$ cat src/rtl/alu_rf_pipe_if.sv
// Sequencer/consumer-facing bundle for the RF + ALU execute pipe.
// Latency: none (wires only).
// Backpressure: in_ready/out_ready carry the valid-ready handshakes.
interface alu_rf_pipe_if #(
  parameter int DATA_W   = 32,
  parameter int NUM_REGS = 32
);
  localparam int AW = $clog2(NUM_REGS);
  localparam int SW = $clog2(DATA_W);

  logic              in_valid;
  logic              in_ready;
  logic [AW-1:0]     in_rr1;
  logic [AW-1:0]     in_rr2;
  logic [AW-1:0]     in_wr;
  logic              in_we;
  logic              in_sel;
  logic [DATA_W-1:0] in_wdata;
  logic [3:0]        in_op;
  logic              in_mode;
  logic [SW-1:0]     in_shamt;
  logic              out_valid;
  logic              out_ready;
  logic [DATA_W-1:0] out_result;
  logic              out_ovf;
  logic              out_illegal;
  logic              ovf_sticky;
  logic              ovf_clr;

  // Sequencer + consumer side
  modport master (
    output in_valid, in_rr1, in_rr2, in_wr, in_we, in_sel, in_wdata,
           in_op, in_mode, in_shamt, out_ready, ovf_clr,
    input  in_ready, out_valid, out_result, out_ovf, out_illegal, ovf_sticky
  );

  // Execute pipe side
  modport slave (
    input  in_valid, in_rr1, in_rr2, in_wr, in_we, in_sel, in_wdata,
           in_op, in_mode, in_shamt, out_ready, ovf_clr,
    output in_ready, out_valid, out_result, out_ovf, out_illegal, ovf_sticky
  );
endinterface

$ cat src/rtl/alu_rf_pipe.sv
// Register file + ALU execute pipe: E holds the decoded instruction, X holds result/flags.
// Latency: accepted at edge t, result visible after edge t+1; one instruction per clock.
// Backpressure: X holds while !out_ready; in_ready drops only when E and X are both full and stalled.
module alu_rf_pipe #(
  parameter int DATA_W   = 32,
  parameter int NUM_REGS = 32,
  parameter int ZERO_REG = 0
) (
  input logic         clk,
  input logic         rst_n,
  alu_rf_pipe_if.slave bus
);
  localparam int AW  = $clog2(NUM_REGS);
  localparam int SW  = $clog2(DATA_W);
  localparam int MSB = DATA_W - 1;

  typedef struct packed {
    logic [AW-1:0]     rr1;
    logic [AW-1:0]     rr2;
    logic [AW-1:0]     wr;
    logic              we;
    logic              sel;
    logic [DATA_W-1:0] wdata;
    logic [3:0]        op;
    logic              mode;
    logic [SW-1:0]     shamt;
  } e_t;

  logic              e_vld;
  e_t                e_q;
  e_t                e_in;
  logic              x_vld;
  logic [DATA_W-1:0] x_res;
  logic              x_ovf;
  logic              x_ill;
  logic              x_we;
  logic              x_sel;
  logic [AW-1:0]     x_wr;
  logic [DATA_W-1:0] x_wdata;
  logic              ovf_st;
  logic [DATA_W-1:0] rf [NUM_REGS];

  logic              advance;
  logic              accept;
  logic              commit;
  logic              commit_wr;
  logic [DATA_W-1:0] commit_dat;
  logic [DATA_W-1:0] op_a;
  logic [DATA_W-1:0] op_b;
  logic [SW-1:0]     sh;
  logic [DATA_W-1:0] sum;
  logic [DATA_W-1:0] diff;
  logic              cmp_gt;
  logic              cmp_lt;
  logic [DATA_W-1:0] alu_res;
  logic              alu_ovf;
  logic              alu_ill;

  assign advance    = !x_vld | bus.out_ready;
  assign accept     = bus.in_valid & bus.in_ready;
  assign commit     = x_vld & bus.out_ready;
  // Writes to reg 0 vanish when it is hardwired to zero, so they must not forward either.
  assign commit_wr  = commit & x_we & !((ZERO_REG != 0) && (x_wr == '0));
  assign commit_dat = x_sel ? x_res : x_wdata;

  assign bus.in_ready    = advance | !e_vld;
  assign bus.out_valid   = x_vld;
  assign bus.out_result  = x_res;
  assign bus.out_ovf     = x_ovf;
  assign bus.out_illegal = x_ill;
  assign bus.ovf_sticky  = ovf_st;

  // Pack the incoming instruction for the E register
  always_comb begin
    e_in       = '0;
    e_in.rr1   = bus.in_rr1;
    e_in.rr2   = bus.in_rr2;
    e_in.wr    = bus.in_wr;
    e_in.we    = bus.in_we;
    e_in.sel   = bus.in_sel;
    e_in.wdata = bus.in_wdata;
    e_in.op    = bus.in_op;
    e_in.mode  = bus.in_mode;
    e_in.shamt = bus.in_shamt;
  end

  // Operand fetch at the E->X edge, bypassing the write X commits on that same edge
  always_comb begin
    op_a = rf[e_q.rr1];
    op_b = rf[e_q.rr2];
    if (commit_wr && x_wr == e_q.rr1) op_a = commit_dat;
    if (commit_wr && x_wr == e_q.rr2) op_b = commit_dat;
    if ((ZERO_REG != 0) && e_q.rr1 == '0) op_a = '0;
    if ((ZERO_REG != 0) && e_q.rr2 == '0) op_b = '0;
  end

  assign sh     = SW'(32'(e_q.shamt) % DATA_W);
  assign sum    = op_a + op_b;
  assign diff   = op_a - op_b;
  assign cmp_gt = e_q.mode ? ($signed(op_a) > $signed(op_b)) : (op_a > op_b);
  assign cmp_lt = e_q.mode ? ($signed(op_a) < $signed(op_b)) : (op_a < op_b);

  // ALU: wrap-around arithmetic, signed overflow only for ADD/SUB, 9..15 flagged illegal
  always_comb begin
    alu_res = '0;
    alu_ovf = 1'b0;
    alu_ill = 1'b0;
    case (e_q.op)
      4'd0: begin
        alu_res = sum;
        alu_ovf = (op_a[MSB] == op_b[MSB]) && (sum[MSB] != op_a[MSB]);
      end
      4'd1: begin
        alu_res = diff;
        alu_ovf = (op_a[MSB] != op_b[MSB]) && (diff[MSB] != op_a[MSB]);
      end
      4'd2:    alu_res = op_a & op_b;
      4'd3:    alu_res = op_a | op_b;
      4'd4:    alu_res = op_a << sh;
      4'd5:    alu_res = op_a >> sh;
      4'd6:    alu_res = $signed(op_a) >>> sh;
      4'd7:    alu_res = {{(DATA_W-1){1'b0}}, cmp_gt};
      4'd8:    alu_res = {{(DATA_W-1){1'b0}}, cmp_lt};
      default: alu_ill = 1'b1;
    endcase
  end

  // E stage: load on accept, otherwise empty once its contents move into X
  always_ff @(posedge clk or negedge rst_n) begin
    if (!rst_n) begin
      e_vld <= 1'b0;
      e_q   <= '0;
    end else if (accept) begin
      e_vld <= 1'b1;
      e_q   <= e_in;
    end else if (advance) begin
      e_vld <= 1'b0;
    end
  end

  // X stage: capture ALU result on advance; an illegal op never writes back
  always_ff @(posedge clk or negedge rst_n) begin
    if (!rst_n) begin
      x_vld   <= 1'b0;
      x_res   <= '0;
      x_ovf   <= 1'b0;
      x_ill   <= 1'b0;
      x_we    <= 1'b0;
      x_sel   <= 1'b0;
      x_wr    <= '0;
      x_wdata <= '0;
    end else if (advance) begin
      x_vld <= e_vld;
      if (e_vld) begin
        x_res   <= alu_res;
        x_ovf   <= alu_ovf;
        x_ill   <= alu_ill;
        x_we    <= e_q.we & !alu_ill;
        x_sel   <= e_q.sel;
        x_wr    <= e_q.wr;
        x_wdata <= e_q.wdata;
      end
    end
  end

  // Register file: written only when the consumer takes the result
  always_ff @(posedge clk or negedge rst_n) begin
    if (!rst_n) begin
      for (int i = 0; i < NUM_REGS; i++) rf[i] <= '0;
    end else if (commit_wr) begin
      rf[x_wr] <= commit_dat;
    end
  end

  // Sticky overflow over committed results; clear beats a same-cycle set
  always_ff @(posedge clk or negedge rst_n) begin
    if (!rst_n)               ovf_st <= 1'b0;
    else if (bus.ovf_clr)     ovf_st <= 1'b0;
    else if (commit && x_ovf) ovf_st <= 1'b1;
  end
endmodule

$ cat src/flat_wrapper.sv
// flat-port wrapper written by rule: the top's interface ports become plain ports
module alu_rf_pipe_flat 
#(
  parameter int DATA_W   = 32,
  parameter int NUM_REGS = 32,
  parameter int ZERO_REG = 0
)
  (clk, rst_n, bus_in_valid, bus_in_rr1, bus_in_rr2, bus_in_wr, bus_in_we, bus_in_sel, bus_in_wdata, bus_in_op, bus_in_mode, bus_in_shamt, bus_out_ready, bus_ovf_clr, bus_in_ready, bus_out_valid, bus_out_result, bus_out_ovf, bus_out_illegal, bus_ovf_sticky);
  alu_rf_pipe_if #(.DATA_W(DATA_W), .NUM_REGS(NUM_REGS)) bus_i ();
  input logic clk;
  input logic rst_n;
  input wire logic [$bits(bus_i.in_valid)-1:0] bus_in_valid;
  input wire logic [$bits(bus_i.in_rr1)-1:0] bus_in_rr1;
  input wire logic [$bits(bus_i.in_rr2)-1:0] bus_in_rr2;
  input wire logic [$bits(bus_i.in_wr)-1:0] bus_in_wr;
  input wire logic [$bits(bus_i.in_we)-1:0] bus_in_we;
  input wire logic [$bits(bus_i.in_sel)-1:0] bus_in_sel;
  input wire logic [$bits(bus_i.in_wdata)-1:0] bus_in_wdata;
  input wire logic [$bits(bus_i.in_op)-1:0] bus_in_op;
  input wire logic [$bits(bus_i.in_mode)-1:0] bus_in_mode;
  input wire logic [$bits(bus_i.in_shamt)-1:0] bus_in_shamt;
  input wire logic [$bits(bus_i.out_ready)-1:0] bus_out_ready;
  input wire logic [$bits(bus_i.ovf_clr)-1:0] bus_ovf_clr;
  output wire logic [$bits(bus_i.in_ready)-1:0] bus_in_ready;
  output wire logic [$bits(bus_i.out_valid)-1:0] bus_out_valid;
  output wire logic [$bits(bus_i.out_result)-1:0] bus_out_result;
  output wire logic [$bits(bus_i.out_ovf)-1:0] bus_out_ovf;
  output wire logic [$bits(bus_i.out_illegal)-1:0] bus_out_illegal;
  output wire logic [$bits(bus_i.ovf_sticky)-1:0] bus_ovf_sticky;
  assign bus_i.in_valid = bus_in_valid;
  assign bus_i.in_rr1 = bus_in_rr1;
  assign bus_i.in_rr2 = bus_in_rr2;
  assign bus_i.in_wr = bus_in_wr;
  assign bus_i.in_we = bus_in_we;
  assign bus_i.in_sel = bus_in_sel;
  assign bus_i.in_wdata = bus_in_wdata;
  assign bus_i.in_op = bus_in_op;
  assign bus_i.in_mode = bus_in_mode;
  assign bus_i.in_shamt = bus_in_shamt;
  assign bus_i.out_ready = bus_out_ready;
  assign bus_i.ovf_clr = bus_ovf_clr;
  assign bus_in_ready = bus_i.in_ready;
  assign bus_out_valid = bus_i.out_valid;
  assign bus_out_result = bus_i.out_result;
  assign bus_out_ovf = bus_i.out_ovf;
  assign bus_out_illegal = bus_i.out_illegal;
  assign bus_ovf_sticky = bus_i.ovf_sticky;
  alu_rf_pipe #(.DATA_W(DATA_W), .NUM_REGS(NUM_REGS), .ZERO_REG(ZERO_REG)) u_core (.clk(clk), .rst_n(rst_n), .bus(bus_i));
endmodule
$ cat config.mk
export PLATFORM = sky130hd
export DESIGN_NAME = alu_rf_pipe_flat
export DESIGN_NICKNAME = d
export VERILOG_FILES = /design/src/rtl/alu_rf_pipe_if.sv /design/src/rtl/alu_rf_pipe.sv /design/src/flat_wrapper.sv
export SDC_FILE = /design/constraint.sdc
export NUM_CORES = 2
export LEC_CHECK = 0
export ABC_AREA = 1
export CELL_PAD_IN_SITES_DETAIL_PLACEMENT = 0
export CELL_PAD_IN_SITES_GLOBAL_PLACEMENT = 1
export CORE_AREA = 2 2 389 391
export CTS_CLUSTER_DIAMETER = 200
export DETAILED_ROUTE_END_ITERATION = 10
export DIE_AREA = 0 0 391 393
export PLACE_DENSITY = 0.92
export SYNTH_ARGS = -nofsm -noshare
export SYNTH_HDL_FRONTEND = slang
export SYNTH_SLANG_ARGS = --single-unit
$ cat constraint.sdc
create_clock -name clk -period 6.2 [get_ports clk]
set_input_delay 1.24 -clock clk [delete_from_list [all_inputs] [get_ports clk]]
set_output_delay 1.24 -clock clk [all_outputs]
set_load 0.02 [all_outputs]
==> reports/results.txt <==
Status - finished, final reports clean
Switch share - 43.2%
Synthesized cell area - 70000 um^2
Area of the die - 154000 um^2
Rows - 142
Fin crit period - 5.87 ns
CP startpoint kind - flop
Final hold vios - 0
Req. time, crit path - 6.90 ns
Die X - 391 um
RSZ-0062 raised after global routing - false
Post-Syn Instances - 10.1k
Commonest non-fill, non-tap cell in the layout - nand2_1
Die Y - 393 um
Least-Margin Pin Slew - 1.26 ns
Final TNS setup - 0 ns
Seq/Total Area, Yosys - 41.4%
Clk sinks - 1159
H-tree levels - 4
Crit Path Class - reg2reg
DRT Pass-1 Iters - 9
Postcts setup bufs - 0
Post-layout instance area - 77700 um^2
F_max - 170 MHz
Clock share of power - 28.2%
Post-synth top flop - dfrtp_1
CTS Buf Count - 135
# IOs - 101
Internal power - 16800 uW
Static leakage - 0.0350 uW
Worst path max stage delay - 0.72 ns
Core area - 149000 um^2
Net Count, Synth - 10.2k
Largest net degree at the start of global routing - 164
NumNets Final - 9948
Avg WL per Cell - 26.3 um
Hold Crit Class - reg2reg
Final Setup Violations - 0
Combinational group share of total power - 39.3%
GRT Util Overall - 39.8%
Share of cells above drive strength 1 - 7.28%
Initial core utilization - 46.9%
Max-slew headroom - 15.7%
CTS Root Cell - clkbuf_16
CTS Buffer Depth - 3
Tcrit/Tclk final - 94.7%
Syn avg cell area - 6.94 um^2
Sw power - 12700 uW
Port bufs - 100
CTS tree - built
WP data arrival - 6.57 ns
Most frequent cells in the layout - nand2_1 (3048), o21ai_0 (1770), nand3_1 (1260)
Reg clk slew, reported paths - 0.07 ns
Clk_lat worst skew - 0.84 ns
Initial antenna violation count - 11
RD Place Congestion - 1.01
DR vias/cell - 6.28
Max cap viols - 0
Synthesis Warnings - 0
Post-CTS Resized - 0
Power share of the sequential group - 32.5%
Worst VDD drop - 0.000391 V
Drt total wl - 311 mm
Setup crit end kind - flop
Post-DP Area - 73100 um^2
Critical path's slowest cell - dfrtp_4
Skew final - 0.0569 ns
Async SR Flop Fraction - 100%
Hold buffers post-CTS - 0
Number of DRC markers in iteration 0 - 11.5k
First-pass GRT wire length - 458 mm
Cells along the critical path - inv_8 > buf_12 > o21ai_0 > o22ai_1 > o21ai_0 > o221ai_1 > o211ai_1 > o21ai_0 > inv_1 > fa_1 > inv_1 > nand3_1 > nand2_1 > inv_1 > o21ai_0 > a21oi_1 > or2_2 > a31oi_1 > buf_4 > nand2_1 > inv_1 > nand4_1 > nand2_1 > nand2_1
Power per cell area - 380 nW/um^2
EDFF count, synth - 0
Via count - 74.4k
Max FO, Critical Path - 33
Seq cells post-synth - 1159
Vias in the first global route - 69.1k
Synth unique cells - 59
Area Growth Syn to Fin - 11.0%
DP Wirelength - 193 mm
Antenna-violating nets left - 0
DR DRC count - 0
Max-slew violations - 0
Total gr overflow - 0
-- layer usage --
layer	global-route usage, %	routed length (um)	part of all wire, %
met4	24.3	21500	6.9
met2	59.1	132000	42
met5	0	88	0.028
met1	51.8	119000	38
met3	10.6	38000	12
-- logic make-up (layout without fill, tap and decap cells) --
group / count (synthesis) / count (layout) / share of synthesized area [%]
buffers and inverters: 1125 / 932 / 6.85
AOI/OAI and AO/OA: 2346 / 2346 / 17.9
xor gates and xnor gates: 12 / 12 / 0.150
DFF: 1159 / 1159 / 41.4
muxes: 41 / 41 / 0.660
adders and majority gates: 100 / 100 / 1.81
other: 0 / 4 / 0
and+or+nand+nor: 5298 / 5298 / 31.2
-- metrics by stage --
stage	setup WS, ns	power [uW]	std cells	utilization (%)	hold WS, ns
detailed placement	0.184	20900	11591	49.0	0.451
floorplan	1.60	16200	10081	-	0.436
global route	0.0861	30900	11832	52.1	0.490
global placement	0.144	20800	11591	49.0	0.448
finish	0.328	29500	11836	52.1	0.448
CTS	0.563	29200	11832	52.1	0.457
-- Yosys cell counts, types with 41 or more instances --
cell type | instances | share of area, %
inv_1 | 247 | 1.3
clkbuf_1 | 591 | 3.2
a21oi_1 | 137 | 0.98
buf_1 | 56 | 0.30
dfrtp_1 | 1159 | 41
o22ai_1 | 277 | 2.5
mux2_2 | 41 | 0.66
o221ai_1 | 43 | 0.54
buf_2 | 152 | 1.1
nor2_1 | 813 | 4.4
nand3_1 | 1260 | 9.0
nand2_1 | 3082 | 17
ha_1 | 98 | 1.8
o21ai_0 | 1770 | 13
-- final cells by class --
cell class              instances  area, um^2
diodes                          4        10.0
clock buffers                 198        4000
clock inverters                43         642
fillers                     14597       71500
inverters                     262        1030
multi-input cells            7797       36500
flip-flops and latches       1159       29000
well taps                    1944        2430
repair buffers                429        4090
-- path summary, 6_finish.rpt --
kind	slack, ns	depth (start not counted)	to	start
worst min register to register	0.45	2	u_core.x_wdata[3]	u_core.e_q[13]
min in group asynchronous	0.47	1	u_core.rf[635]	rst_n
max in group asynchronous	4.25	2	u_core.e_q[2]	rst_n
worst min-delay path	0.45	2	u_core.x_wdata[3]	u_core.e_q[13]
worst max register to register	0.33	24	u_core.bus.out_result[10]	u_core.e_q[50]
worst max-delay path	0.33	24	u_core.bus.out_result[10]	u_core.e_q[50]
-- registers in the layout, indices dropped and copies added (netlist names) --
register	flops
u_core.e_q	59
u_core.bus.out_valid	1
u_core.x_wdata	32
u_core.e_vld	1
u_core.bus.out_illegal	1
u_core.x_we	1
u_core.bus.out_ovf	1
u_core.x_sel	1
u_core.x_wr	5
u_core.bus.out_result	32
u_core.rf	1024
u_core.bus.ovf_sticky	1
-- worst max-delay path, delay by kind of cell (launching register included) --
family	cells	cell delay (ns)
adders and majority gates	1	0.43
DFF	1	0.72
AOI/OAI and AO/OA	9	2.51
and+or+nand+nor	7	0.79
buffers and inverters	7	1.22
-- power groups by stage --
stage | sequential (uW) | combinational, uW | clock (uW)
after floorplan | 9370 | 6790 | 0
after global placement | 9640 | 11200 | 0
after detailed placement | 9660 | 11200 | 0
after CTS | 9540 | 11300 | 8390
after global routing | 9690 | 12500 | 8710
final | 9600 | 11600 | 8320
No activity file was read; power rests on OpenSTA's default activity.
